$ cat src/rtl/ioctl_text_feeder.sv
// Buffers the ASCII text download from hps_io, rewrites line endings to bare CR,
// and feeds characters one at a time to the ACIA receive path with pacing gaps.
module ioctl_text_feeder #(
  parameter int DEPTH      = 16,
  parameter int CHAR_GAP   = 48000,
  parameter int LINE_GAP   = 4800000,
  parameter int FILE_INDEX = 0
) (
  input  logic       clk,
  input  logic       n_reset,
  input  logic       ioctl_download,
  input  logic [7:0] ioctl_index,
  input  logic       ioctl_wr,
  input  logic [7:0] ioctl_dout,
  output logic       ioctl_wait,
  output logic [7:0] rx_data,
  output logic       rx_valid,
  input  logic       rx_ready,
  output logic       busy,
  output logic       overflow
);
  localparam int AW = $clog2(DEPTH);
  localparam int CW = AW + 1;
  localparam int GW = $clog2(LINE_GAP + 1);

  typedef enum logic [1:0] {IDLE, PRESENT, GAP} state_t;

  state_t          state, state_d;
  logic [7:0]      mem [DEPTH];
  logic [AW-1:0]   wr_ptr, rd_ptr;
  logic [CW-1:0]   count;
  logic [GW-1:0]   gap_cnt, gap_d;
  logic [7:0]      rx_data_d;
  logic            rx_valid_d;
  logic            sel, sel_q, sel_rise, last_was_cr;
  logic            wr_sel, drop_lf, push_req, full, push, push_drop, pop;
  logic [7:0]      wr_byte;
  logic            unused_idx;

  assign unused_idx = ^ioctl_index[7:6];
  assign sel        = ioctl_download & (ioctl_index[5:0] == 6'(FILE_INDEX));
  assign sel_rise   = sel & ~sel_q;

  // A new file flushes everything, so the CR history and fullness restart too.
  assign wr_sel    = ioctl_wr & sel;
  assign drop_lf   = wr_sel & (ioctl_dout == 8'h0A) & last_was_cr & ~sel_rise;
  assign wr_byte   = (ioctl_dout == 8'h0A) ? 8'h0D : ioctl_dout;
  assign push_req  = wr_sel & ~drop_lf;
  assign full      = ~sel_rise & (count == CW'(DEPTH));
  assign push      = push_req & ~full;
  assign push_drop = push_req & full;
  assign pop       = (state == IDLE) & (count != '0) & ~sel_rise;

  always_ff @(posedge clk) begin
    if (push) mem[sel_rise ? '0 : wr_ptr] <= wr_byte;
  end

  always_ff @(posedge clk or negedge n_reset) begin
    if (!n_reset) begin
      sel_q       <= 1'b0;
      wr_ptr      <= '0;
      rd_ptr      <= '0;
      count       <= '0;
      last_was_cr <= 1'b0;
      overflow    <= 1'b0;
      ioctl_wait  <= 1'b0;
      busy        <= 1'b0;
    end else begin
      sel_q      <= sel;
      ioctl_wait <= sel & (count >= CW'(DEPTH - 2));
      if (sel_rise) begin
        wr_ptr   <= push ? AW'(1) : '0;
        rd_ptr   <= '0;
        count    <= push ? CW'(1) : '0;
        overflow <= 1'b0;
      end else begin
        wr_ptr <= wr_ptr + AW'(push);
        rd_ptr <= rd_ptr + AW'(pop);
        count  <= count + CW'(push) - CW'(pop);
        if (push_drop) overflow <= 1'b1;
      end
      if (wr_sel)        last_was_cr <= push_req & (wr_byte == 8'h0D);
      else if (sel_rise) last_was_cr <= 1'b0;
      if (sel_rise)                                     busy <= 1'b1;
      else if (!sel && count == '0 && state == IDLE)    busy <= 1'b0;
    end
  end

  always_comb begin
    state_d    = state;
    rx_valid_d = rx_valid;
    rx_data_d  = rx_data;
    gap_d      = gap_cnt;
    if (sel_rise) begin
      state_d    = IDLE;
      rx_valid_d = 1'b0;
      gap_d      = '0;
    end else begin
      case (state)
        IDLE: if (count != '0) begin
          rx_data_d  = mem[rd_ptr];
          rx_valid_d = 1'b1;
          state_d    = PRESENT;
        end
        PRESENT: if (rx_ready) begin
          rx_valid_d = 1'b0;
          gap_d      = (rx_data == 8'h0D) ? GW'(LINE_GAP - 1) : GW'(CHAR_GAP - 1);
          state_d    = GAP;
        end
        GAP: begin
          if (gap_cnt == '0) state_d = IDLE;
          else               gap_d   = gap_cnt - GW'(1);
        end
        default: state_d = IDLE;
      endcase
    end
  end

  always_ff @(posedge clk or negedge n_reset) begin
    if (!n_reset) begin
      state    <= IDLE;
      rx_valid <= 1'b0;
      rx_data  <= '0;
      gap_cnt  <= '0;
    end else begin
      state    <= state_d;
      rx_valid <= rx_valid_d;
      rx_data  <= rx_data_d;
      gap_cnt  <= gap_d;
    end
  end
endmodule

$ cat config.mk
export PLATFORM = sky130hd
export DESIGN_NAME = ioctl_text_feeder
export DESIGN_NICKNAME = d
export VERILOG_FILES = /design/src/rtl/ioctl_text_feeder.sv
export SDC_FILE = /design/constraint.sdc
export NUM_CORES = 1
export LEC_CHECK = 0
export CAP_MARGIN = 20
export CORE_MARGIN = 1
export CORE_UTILIZATION = 55
export DETAILED_ROUTE_END_ITERATION = 8
export HOLD_SLACK_MARGIN = 0.12
export PLACE_DENSITY = 0.75
export SLEW_MARGIN = 20
export SYNTH_ARGS = -nofsm -noshare
export SYNTH_HDL_FRONTEND = slang
export SYNTH_SLANG_ARGS = --single-unit
$ cat constraint.sdc
create_clock -name clk -period 2.7 [get_ports clk]
set_input_delay 0.405 -clock clk [delete_from_list [all_inputs] [get_ports clk]]
set_output_delay 0.405 -clock clk [all_outputs]
set_load 0.03 [all_outputs]
==> metrics.md <==
| Metric | Value |
|---|---|
| Status | `complete, no violations` |
| Top_reg_cell synth | `edfxtp_1` |
| Mapped Area | `7915 um^2` |
| Routed len/inst | `21.16 um` |
| Tmin final | `2658 ps` |
| Psw | `2.834 mW` |
| GRT Resource Usage Total | `24.38%` |
| Unrepaired setup endpoints after global routing | `yes` |
| Crit start category | `register` |
| Chip height | `122.0 um` |
| Final WS setup | `41.53 ps` |
| Largest family of logic cells by synthesized area | `multiplexers` |
| Routed WL | `16820 um` |
| Area delta synth->final | `20.08%` |
| Die X | `122.0 um` |
| Period utilization | `98.46%` |
| Non-Filler Cell Area, Final | `9504 um^2` |
| Sw frac | `31.23%` |
| Crit path max fanout | `2` |
| Largest cells by area after synthesis | `edfxtp_1 49%, dfrtp_1 16%, mux4_2 11%` |
| Post-synth EDFFs | `128` |
| Final #Nets | `638` |
| Compound-Gate Fraction of Synth Area | `6.908%` |
| Total gr overflow | `0` |
| Drc violations | `0` |
| Share of synthesized registers carrying an async set or reset | `28.89%` |
| Hold Crit Class | `in2async` |
| Post-layout util | `68.21%` |
| YS warnings | `0` |
| Final Power | `9.073 mW` |
| Combinational power share | `34.6%` |
| Synth top area share | `48.56%` |
| Initial core utilization | `56.80%` |
| Synthesized Nets | `548` |
| CTS tree | `done` |
| Top-count cell post-synth | `edfxtp_1` |
| Final slew viol count | `0` |
| Hold Violations, Final | `0` |
| Seq pwr share | `38.7%` |
| Kind of critical path | `reg2reg` |
| Leak | `3.476 nW` |
| Worst Skew | `7.745 ps` |
| Ant diodes | `0` |
| First-pass GRT wire length | `26100 um` |
| Post-synth top cells | `128 x edfxtp_1, 52 x dfrtp_1, 43 x nor2_1` |
| Synth Area in XOR/XNOR | `0.7746%` |
| Largest net degree at the start of global routing | `53` |
| Initial antenna violation count | `0` |
| Synth area leader | `edfxtp_1` |
| Syn Inst Count | `512` |
| Clk Latency, worst-skew pair | `430 ps` |
| H-tree Lvls | `4` |
| Core area | `13930 um^2` |
| Post-synthesis mux area share | `12.79%` |
| First-pass detailed-route iteration total | `5` |
| Floorplan row count | `43` |
| Req. time, crit path | `3010 ps` |
| # IOs | `33` |
| Die footprint | `14870 um^2` |
| Number of synthesized register bits | `180` |
| Max_slew headroom | `31.65%` |
| Clock tree root driver cell | `clkbuf_16` |
| Clock network fraction of design power | `26.8%` |
| Final setup fails | `0` |
| WP data arrival | `2970 ps` |
| Synth cell types | `66` |
| Achievable Freq | `376.2 MHz` |
| Placed cell area | `8837 um^2` |
| Final ANT Viol Nets | `0` |
| Post-synthesis adder-cell area fraction | `2.466%` |
| Avg Cell Area, Syn | `15.46 um^2` |
| Least-Margin Pin Slew | `1017 ps` |
| Clk buf depth | `2` |
| Port Buf Inserts | `30` |
| Hold Slack | `489.2 ps` |
| Power Density | `954.7 nW/um^2` |
| DR iter-0 viols | `426` |
| Detailed-route via count | `4900` |
| RePlAce Congestion | `0.8714` |
| Post-synthesis simple-gate area fraction | `9.263%` |
| Dpl hpwl | `10950 um` |
| Vias per cell | `6.164` |
| Reg2Reg Setup Slack | `40 ps` |
| Post-synthesis sequential area ratio | `65.00%` |
| Vias in the first global route | `4892` |
| Fraction of layout cells with a size suffix above 1 | `28.78%` |
| Worst-path clk slew | `60 ps` |
| Clk sinks | `180` |
| Max rail drop VDD | `525.8 uV` |
| DP Worst Slack | `-664.4 ps` |
| CTS Buf Count | `17` |
| CP endpoint kind | `register` |
| Internal power | `6.239 mW` |
| Max-Cap Viols | `0` |
-- power groups by stage --
| stage | Clock, mW | Combinational [mW] | Sequential [mW] |
|---|---|---|---|
| 6_report | 2.43 | 3.14 | 3.51 |
| 5_1_grt | 2.57 | 3.36 | 3.55 |
| 4_1_cts | 2.45 | 3.10 | 3.51 |
| 3_5_place_dp | 0 | 3.00 | 3.56 |
| 3_3_place_gp | 0 | 2.91 | 3.54 |
| 2_1_floorplan | 0 | 2.00 | 3.58 |
-- area by class of cell --
cell class	instances	area, um^2
repair buffers	99	873.3
clock inverters	14	151.4
well taps	180	225.2
flip-flops and latches	180	5146
clock buffers	18	429.2
multi-input cells	285	2605
fillers	913	4431
inverters	19	73.82
-- repair_timing --
item,in CTS,in global routing
endpoints found under the hold margin,52,0
pin swaps,11,8
gates resized for setup,26,6
buffers inserted,3,2
cloned,0,0
hold buffers,1,0
setup endpoints to repair,26,17
-- sequential cells by signal (all words and copies together), names as in the netlist --
| register | cells |
|---|---|
| busy | 1 |
| count | 5 |
| gap_cnt | 23 |
| ioctl_wait | 1 |
| last_was_cr | 1 |
| mem | 128 |
| overflow | 1 |
| rd_ptr | 4 |
| rx_data | 8 |
| rx_valid | 1 |
| sel_q | 1 |
| state | 2 |
| wr_ptr | 4 |
-- per-stage QoR --
stage / setup TNS (ps) / std cells
2_1_floorplan: -202.7 / 512
3_3_place_gp: -21970 / 757
3_5_place_dp: -26580 / 757
4_1_cts: 0 / 793
5_1_grt: -60.24 / 795
6_report: 0 / 795
-- per-layer routing --
layer	vias to the layer above	routed length (um)	track usage, %
met5	-	0	0
met4	0	378	9.645
met3	34	1218	5.712
met2	221	8349	39.16
met1	2463	6876	32.28
li1	2182	-	-
-- layout by cell type (no fill, tap or decap), types with 5 or more instances in the layout --
| cell | count |
|---|---|
| a21oi_1 | 24 |
| a31oi_1 | 9 |
| buf_12 | 5 |
| buf_4 | 61 |
| clkbuf_16 | 17 |
| clkdlybuf4s50_1 | 18 |
| dfrtp_1 | 51 |
| dlygate4sd2_1 | 6 |
| edfxtp_1 | 128 |
| ha_1 | 12 |
| inv_1 | 13 |
| inv_2 | 5 |
| mux2_2 | 8 |
| mux4_2 | 40 |
| nand2_1 | 14 |
| nand2b_1 | 8 |
| nand3_1 | 11 |
| nand4_1 | 6 |
| nor2_1 | 42 |
| nor2b_1 | 5 |
| nor3_1 | 8 |
| nor4_1 | 6 |
| o21ai_0 | 6 |
-- worst max-delay path: stages (launching register included) --
cell and delay (ps):
dfrtp_1 370, inv_2 60, ha_4 150, and3_4 150
or4_4 420, inv_2 80, ha_1 220, inv_1 60
ha_2 180, inv_2 40, fa_2 340, inv_2 70
a21oi_2 50, o21bai_1 160, xnor2_1 130, nor2_1 50
-- worst paths after layout --
check | startpoint | cells past startpoint | to
worst max-delay path | count[2] | 15 | count[4]
worst min-delay path | n_reset | 3 | gap_cnt[18]
worst max register to register | count[2] | 15 | count[4]
worst min register to register | gap_cnt[17] | 1 | gap_cnt[17]
max in group asynchronous | n_reset | 3 | rd_ptr[0]
min in group clk | ioctl_index[2] | 5 | ioctl_wait
-- cell families after synthesis --
kind of cell    Yosys count
flops                   180
simple gates            132
compound gates           81
mux                      50
buf+inv                  47
fa+ha+maj                15
xor+xnor                  7
(Power assumes the default switching activity.)
